==> src/rtl/inst_decode_queue.sv <==
// RV32I/RV32E decode stage: DEPTH-entry FIFO feeding a registered decode output
// stage, with an empty-queue bypass and a synchronous pipeline flush.
module inst_decode_queue #(
    parameter int DEPTH      = 2,
    parameter bit RVE        = 1'b0,
    parameter bit ENABLE_CSR = 1'b1,
    parameter int PC_W       = 32
) (
    input  logic                   clk,
    input  logic                   resetb,
    input  logic                   flush,
    input  logic                   in_valid,
    output logic                   in_ready,
    input  logic [31:0]            in_inst,
    input  logic [PC_W-1:0]        in_pc,
    output logic                   out_valid,
    input  logic                   out_ready,
    output logic [PC_W-1:0]        out_pc,
    output logic [31:0]            out_inst,
    output logic [31:0]            out_imm,
    output logic [4:0]             out_rs1,
    output logic [4:0]             out_rs2,
    output logic [4:0]             out_rd,
    output logic                   out_regwrite,
    output logic                   out_exc,
    output logic [3:0]             out_exc_cause,
    output logic [$clog2(DEPTH):0] count
);
    localparam int PW = $clog2(DEPTH);
    localparam int CW = PW + 1;

    localparam logic [6:0] OPC_LOAD   = 7'b0000011;
    localparam logic [6:0] OPC_OPIMM  = 7'b0010011;
    localparam logic [6:0] OPC_AUIPC  = 7'b0010111;
    localparam logic [6:0] OPC_STORE  = 7'b0100011;
    localparam logic [6:0] OPC_OP     = 7'b0110011;
    localparam logic [6:0] OPC_LUI    = 7'b0110111;
    localparam logic [6:0] OPC_BRANCH = 7'b1100011;
    localparam logic [6:0] OPC_JALR   = 7'b1100111;
    localparam logic [6:0] OPC_JAL    = 7'b1101111;
    localparam logic [6:0] OPC_SYSTEM = 7'b1110011;

    typedef struct packed {
        logic [PC_W-1:0] pc;
        logic [31:0]     inst;
    } entry_t;

    typedef struct packed {
        logic [PC_W-1:0] pc;
        logic [31:0]     inst;
        logic [31:0]     imm;
        logic [4:0]      rs1;
        logic [4:0]      rs2;
        logic [4:0]      rd;
        logic            regwrite;
        logic            exc;
        logic [3:0]      cause;
    } bundle_t;

    entry_t        mem_q [DEPTH];
    logic [PW-1:0] rd_ptr_q, rd_ptr_d, wr_ptr_q, wr_ptr_d;
    logic [CW-1:0] count_q, count_d;
    logic          out_valid_q, out_valid_d;
    bundle_t       out_q, out_d;

    logic    push, load, pop, bypass, wr_en;
    entry_t  src;
    bundle_t dec;
    logic [31:0] ins;
    logic [2:0]  f3;
    logic [6:0]  f7;
    logic        ill, use_rs1, use_rs2, use_rd, wr, is_ecall, is_ebreak;

    // in_ready depends only on occupancy so there is no path from out_ready.
    assign in_ready = resetb & ~flush & (count_q < CW'(DEPTH));
    assign push     = in_valid & in_ready;
    assign load     = ~out_valid_q | out_ready;
    assign pop      = load & (count_q != '0);
    assign bypass   = load & (count_q == '0) & push;
    assign wr_en    = push & ~bypass;

    always_comb begin
        src.pc   = in_pc;
        src.inst = in_inst;
        if (count_q != '0) src = mem_q[rd_ptr_q];
    end

    always_comb begin
        ins       = src.inst;
        f3        = ins[14:12];
        f7        = ins[31:25];
        ill       = 1'b0;
        use_rs1   = 1'b0;
        use_rs2   = 1'b0;
        use_rd    = 1'b0;
        wr        = 1'b0;
        is_ecall  = 1'b0;
        is_ebreak = 1'b0;
        dec       = '0;
        dec.pc    = src.pc;
        dec.inst  = ins;
        case (ins[6:0])
            OPC_OP: begin
                use_rs1 = 1'b1; use_rs2 = 1'b1; use_rd = 1'b1; wr = 1'b1;
                ill = !(f7 == 7'h00 || (f7 == 7'h20 && (f3 == 3'b000 || f3 == 3'b101)));
            end
            OPC_OPIMM: begin
                use_rs1 = 1'b1; use_rd = 1'b1; wr = 1'b1;
                if (f3 == 3'b001 || f3 == 3'b101) begin
                    dec.imm = {27'b0, ins[24:20]};
                    ill = !(f7 == 7'h00 || (f7 == 7'h20 && f3 == 3'b101));
                end else begin
                    dec.imm = {{20{ins[31]}}, ins[31:20]};
                end
            end
            OPC_LOAD: begin
                use_rs1 = 1'b1; use_rd = 1'b1; wr = 1'b1;
                dec.imm = {{20{ins[31]}}, ins[31:20]};
                ill = (f3 == 3'b011) || (f3[2:1] == 2'b11);
            end
            OPC_JALR: begin
                use_rs1 = 1'b1; use_rd = 1'b1; wr = 1'b1;
                dec.imm = {{20{ins[31]}}, ins[31:20]};
                ill = (f3 != 3'b000);
            end
            OPC_STORE: begin
                use_rs1 = 1'b1; use_rs2 = 1'b1;
                dec.imm = {{20{ins[31]}}, ins[31:25], ins[11:7]};
                ill = (f3 >= 3'b011);
            end
            OPC_BRANCH: begin
                use_rs1 = 1'b1; use_rs2 = 1'b1;
                dec.imm = {{19{ins[31]}}, ins[31], ins[7], ins[30:25], ins[11:8], 1'b0};
                ill = (f3[2:1] == 2'b01);
            end
            OPC_LUI, OPC_AUIPC: begin
                use_rd = 1'b1; wr = 1'b1;
                dec.imm = {ins[31:12], 12'b0};
            end
            OPC_JAL: begin
                use_rd = 1'b1; wr = 1'b1;
                dec.imm = {{11{ins[31]}}, ins[31], ins[19:12], ins[20], ins[30:21], 1'b0};
            end
            OPC_SYSTEM: begin
                if (f3 == 3'b000) begin
                    is_ecall  = (ins == 32'h0000_0073);
                    is_ebreak = (ins == 32'h0010_0073);
                    ill = !(is_ecall || is_ebreak || ins == 32'h3020_0073);
                end else if (f3 == 3'b100) begin
                    ill = 1'b1;
                end else begin
                    // f3[2] selects the uimm forms, whose rs1 slot is not a register
                    use_rd = 1'b1; wr = 1'b1; use_rs1 = ~f3[2];
                    dec.imm = {{20{ins[31]}}, ins[31:20]};
                    ill = !ENABLE_CSR;
                end
            end
            default: ill = 1'b1;
        endcase
        dec.rs1 = use_rs1 ? ins[19:15] : 5'd0;
        dec.rs2 = use_rs2 ? ins[24:20] : 5'd0;
        dec.rd  = use_rd  ? ins[11:7]  : 5'd0;
        if (RVE && ((use_rs1 && ins[19]) || (use_rs2 && ins[24]) || (use_rd && ins[11])))
            ill = 1'b1;
        dec.exc      = ill | is_ecall | is_ebreak;
        dec.regwrite = wr & ~dec.exc;
        dec.cause    = ill ? 4'd2 : is_ecall ? 4'd11 : is_ebreak ? 4'd3 : 4'd0;
    end

    always_comb begin
        rd_ptr_d    = rd_ptr_q;
        wr_ptr_d    = wr_ptr_q;
        count_d     = count_q;
        out_valid_d = out_valid_q;
        out_d       = out_q;
        if (flush) begin
            rd_ptr_d    = '0;
            wr_ptr_d    = '0;
            count_d     = '0;
            out_valid_d = 1'b0;
        end else begin
            if (wr_en) wr_ptr_d = wr_ptr_q + PW'(1);
            if (pop)   rd_ptr_d = rd_ptr_q + PW'(1);
            count_d = count_q + CW'(wr_en) - CW'(pop);
            if (load) begin
                out_valid_d = pop | bypass;
                if (pop | bypass) out_d = dec;
            end
        end
    end

    always_ff @(posedge clk) begin
        if (!resetb) begin
            rd_ptr_q    <= '0;
            wr_ptr_q    <= '0;
            count_q     <= '0;
            out_valid_q <= 1'b0;
            out_q       <= '0;
        end else begin
            rd_ptr_q    <= rd_ptr_d;
            wr_ptr_q    <= wr_ptr_d;
            count_q     <= count_d;
            out_valid_q <= out_valid_d;
            out_q       <= out_d;
        end
    end

    always_ff @(posedge clk) begin
        if (wr_en) mem_q[wr_ptr_q] <= {in_pc, in_inst};
    end

    assign count         = count_q;
    assign out_valid     = out_valid_q;
    assign out_pc        = out_q.pc;
    assign out_inst      = out_q.inst;
    assign out_imm       = out_q.imm;
    assign out_rs1       = out_q.rs1;
    assign out_rs2       = out_q.rs2;
    assign out_rd        = out_q.rd;
    assign out_regwrite  = out_q.regwrite;
    assign out_exc       = out_q.exc;
    assign out_exc_cause = out_q.cause;
endmodule

==> config.mk <==
export PLATFORM = sky130hd
export DESIGN_NAME = inst_decode_queue
export DESIGN_NICKNAME = d
export VERILOG_FILES = /design/src/rtl/inst_decode_queue.sv
export SDC_FILE = /design/constraint.sdc
export NUM_CORES = 1
export LEC_CHECK = 0
export BUFFER_PORTS_ARGS = -buffer_cell sky130_fd_sc_hd__buf_2
export CAP_MARGIN = 25
export CELL_PAD_IN_SITES_DETAIL_PLACEMENT = 1
export CELL_PAD_IN_SITES_GLOBAL_PLACEMENT = 1
export CORE_UTILIZATION = 44
export CTS_CLUSTER_DIAMETER = 40
export CTS_CLUSTER_SIZE = 20
export DETAILED_ROUTE_END_ITERATION = 12
export PLACE_DENSITY = 0.82
export SETUP_SLACK_MARGIN = 0.2
export SYNTH_ARGS = -nofsm -noshare
export SYNTH_HDL_FRONTEND = slang
export SYNTH_SLANG_ARGS = --single-unit
==> constraint.sdc <==
create_clock -name clk -period 6.6 [get_ports clk]
set_input_delay 0.99 -clock clk [delete_from_list [all_inputs] [get_ports clk]]
set_output_delay 0.99 -clock clk [all_outputs]
set_load 0.02 [all_outputs]
==> flow_summary_export.csv <==
group,metric,value,unit
power,internal_power,0.00300,W
synth,ys.flop_type,"edfxtp_1",
synth,ys_seq_area_share,61.5,%
synth,netlist_top_cells_area,"edfxtp_1 (38%), dfxtp_1 (24%), mux2i_1 (6.0%), nand2_1 (5.4%), a21boi_0 (3.8%)",
clocking,cts_resized,0,
synth,ys_warn_count,0,
clocking,htree_levels,2,
sta,timing.hold.ws,0.459,ns
power,powerDensity,309,nW/µm²
die,core,22700,µm²
critical_path,reg2reg_to,"out_imm[23]",
layout,drive_above_1_share,26.8,%
grt,grt_antenna_before_repair,2,
synth,synth_common_cells,"nand2_1 (148), edfxtp_1 (128), dfxtp_1 (122)",
sta,hold_viol_final,0,
power,vdd_drop_max,0.149,mV
routing,drtAntennaViolNets,0,
die,die_h,154,µm
critical_path,endpoint_kind,"flop",
critical_path,cp-start-kind,"flop",
layout,layout.area.seq,6290,µm²
critical_path,worstSetupPathType,"reg2reg",
routing,wl_met1,12500,µm
critical_path,cp_max_fo,70,
grt,grt_pass1_wl,45600,µm
critical_path,crit_path_frequent_cell,"a21oi_1",
layout,area_growth,23.2,%
critical_path,r2r_slack,2.13,ns
die,ios,190,
die,dieArea,23900,µm²
die,rows,55,
sta,rsz0062_at_grt,"no",
synth,syn_inst,887,
critical_path,crit_chain,"or2_4 -> buf_4 -> a21oi_1 -> or4_1 -> a31o_2 -> a21oi_2 -> a21oi_1 -> o21ai_1",
routing,vias,7720,
hold_path,hold_path_depth,2,
clocking,cts_tree,"built",
routing,drc,0,
clocking,cts_sinks,250,
run,drv_cap,0,
clocking,cts_buffers,36,
sta,fmax,0.224,GHz
clocking,path_clk_slew,0.06,ns
place,dpl.hpwl,19400,µm
critical_path,worst_r2r_path_depth,8,
power,comb_power_share,5.5,%
critical_path,cp_slowest_cell,"dfxtp_1",
synth,yosysMostFrequentCell,"nand2_1",
layout,fillers,2442,
layout,multi_input_area,3660,µm²
power,cellLeakagePower,4.67,nW
critical_path,required,7.03,ns
sta,setup_viol,0,
synth,postSynthRegisterBits,250,
power,p_seq_share,42.7,%
synth,syn_area,10200,µm²
sta,tns,0,ns
routing,via_per_inst,5.61,
routing,finalWirelength,29400,µm
hold_path,hp-class,"reg2reg",
grt,overflow,0,
grt,grt_max_degree,80,
place,place_congestion,0.928,
power,p_sw_share,23.0,%
hold_path,whs_endpoint,"out_pc[19]",
routing,wl_met3,1740,µm
clocking,cts_root_buf,"clkbuf_16",
grt,globalRouteTotalUtil,24.9,%
clocking,clk_latency,0.52,ns
die,die_w,154,µm
clocking,cts_hold_buf,0,
sta,finClkSkew,0.0170,ns
synth,postSynth.asyncResetShare,0,%
critical_path,cp_top_family,"compound AO/OA/AOI/OAI gates",
routing,wl_per_cell,21.4,µm
layout,fin_nets,1132,
sta,drv_slew,0,
critical_path,path_buf_inv,1,
synth,synth_cell_types,59,
power,switching_power,0.000896,W
power,pwr-share-clk,51.8,%
synth,synth_edf_count,128,
synth,yosysTopAreaCell,"edfxtp_1",
routing,firstDrtPassIters,4,
hold_path,holdCritStartpoint,"out_pc[19]",
clocking,cts_setup_buffers,0,
sta,relSlewSlack,25.2,%
synth,netlist.area_leader.share,37.6,%
sta,tightest_slew,1.11,ns
critical_path,arrival,4.89,ns
sta,period_minus_slack,4.47,ns
clocking,cts.path.max_buffers,3,
critical_path,slowest_delay,0.75,ns
status,status,"finished clean",
critical_path,r2r-start,"count[1]",
die,initial_core_util,45.0,%
sta,fin_crit_sh,67.7,%
routing,dr.first_iter.drc_count,473,
synth,synth.avg_cell_area,11.5,µm²
place,io_buffer_count,188,
synth,synth_nets,958,
grt,grt_pass1_vias,8100,
routing,wl_met2,14300,µm
routing,routed.top_layer,"met4",
## metal layers
| layer | global-route usage [%] | vias to the layer above |
|---|---|---|
| met4 | 9.52 | 0 |
| met1 | 31.7 | 3806 |
| met3 | 5.02 | 65 |
| li1 | - | 3600 |
| met2 | 41.8 | 249 |
| met5 | 0 | - |
## worst reg2reg max path, cell delays in order, from the launching register on
cell	delay, ns
dfxtp_1	0.75
or2_4	0.60
buf_4	0.73
a21oi_1	0.51
or4_1	0.70
a31o_2	0.37
a21oi_2	0.46
a21oi_1	0.09
o21ai_1	0.17
## metrics by stage
stage / setup WS, ns / cells / instance area (µm²) / power [W] / utilization (%)
finish: 2.13 / 1376 / 12600 / 0.00389 / 55.5
global route: 1.84 / 1375 / 12600 / 0.00401 / 55.5
CTS: 2.21 / 1374 / 12600 / 0.00393 / 55.5
detailed placement: 2.30 / 1308 / 11300 / 0.00190 / 49.8
global placement: 2.46 / 1308 / 11300 / 0.00190 / 49.8
floorplan: 1.35 / 887 / 10200 / 0.00181 / -
## how the worst max path moves through the flow
| stage | start | slack [ns] | endpoint | depth (start not counted) |
|---|---|---|---|---|
| 2_1_floorplan | resetb | 1.35 | mem_q[0][0] | 5 |
| 3_3_place_gp | count[1] | 2.46 | out_imm[14] | 8 |
| 3_5_place_dp | count[1] | 2.30 | out_imm[30] | 8 |
| 4_1_cts | count[1] | 2.21 | out_imm[23] | 8 |
| 5_1_grt | count[1] | 1.84 | out_imm[23] | 8 |
| 6_report | count[1] | 2.13 | out_imm[23] | 8 |
## logic make-up (layout without fill, tap and decap cells)
group | Yosys count | count (layout) | share of synthesized area (%)
flip-flops | 250 | 250 | 61.5
buffers and inverters | 64 | 266 | 3.07
AO/OA/AOI/OAI | 224 | 224 | 15.3
multiplexers | 77 | 77 | 7.80
adder cells (fa/ha/maj) | 2 | 2 | 0.245
XOR/XNOR | 5 | 5 | 0.428
other | 1 | 3 | 0.0367
AND/OR/NAND/NOR | 264 | 264 | 11.7
## final cells by class
cell class,count,share of cell area [%]
Antenna cell,2,0.0397
Clock inverter,24,2.39
Timing Repair Buffer,196,7.94
Tap cell,285,2.83
Multi-Input combinational cell,573,29.0
Inverter,4,0.119
Clock buffer,42,7.74
Sequential cell,250,49.9
## power by group through the flow
stage          Sequential, W  Combinational [W]  Clock [W]
2_1_floorplan        0.00171          0.0000999          0
3_3_place_gp         0.00169           0.000205          0
3_5_place_dp         0.00169           0.000210          0
4_1_cts              0.00166           0.000213    0.00206
5_1_grt              0.00166           0.000231    0.00212
6_report             0.00166           0.000214    0.00202
## registers in the layout (all words and copies together), names as in the netlist, named ones only
name,count
out_pc,32
out_rs2,5
out_valid,1
out_regwrite,1
out_inst,32
rd_ptr_q,1
out_exc,1
out_imm,32
count,2
out_rd,5
out_rs1,5
out_exc_cause,3
mem_q,128
wr_ptr_q,1
## cells in the final DEF, fill, tap and decap left out, drive strengths merged, types with 3 or more instances in the layout
master | synthesis | routed
buf | 32 | 196
nand2 | 148 | 148
edfxtp | 128 | 128
dfxtp | 122 | 122
mux2i | 64 | 64
a21boi | 54 | 54
a21oi | 46 | 46
clkbuf | 28 | 42
o21ai | 38 | 38
nor2 | 36 | 36
o211ai | 35 | 35
nor3 | 25 | 25
nor2b | 14 | 14
mux2 | 13 | 13
inv | 4 | 13
clkinv | 0 | 9
a21o | 8 | 8
and2 | 8 | 8
nor4 | 8 | 8
a221o | 7 | 7
a211o | 6 | 6
nand3 | 6 | 6
a22oi | 6 | 6
a22o | 6 | 6
nand2b | 5 | 5
bufinv | 0 | 5
nand4 | 4 | 4
or4 | 4 | 4
a211oi | 4 | 4
xnor2 | 3 | 3
(Power assumes the default switching activity.)
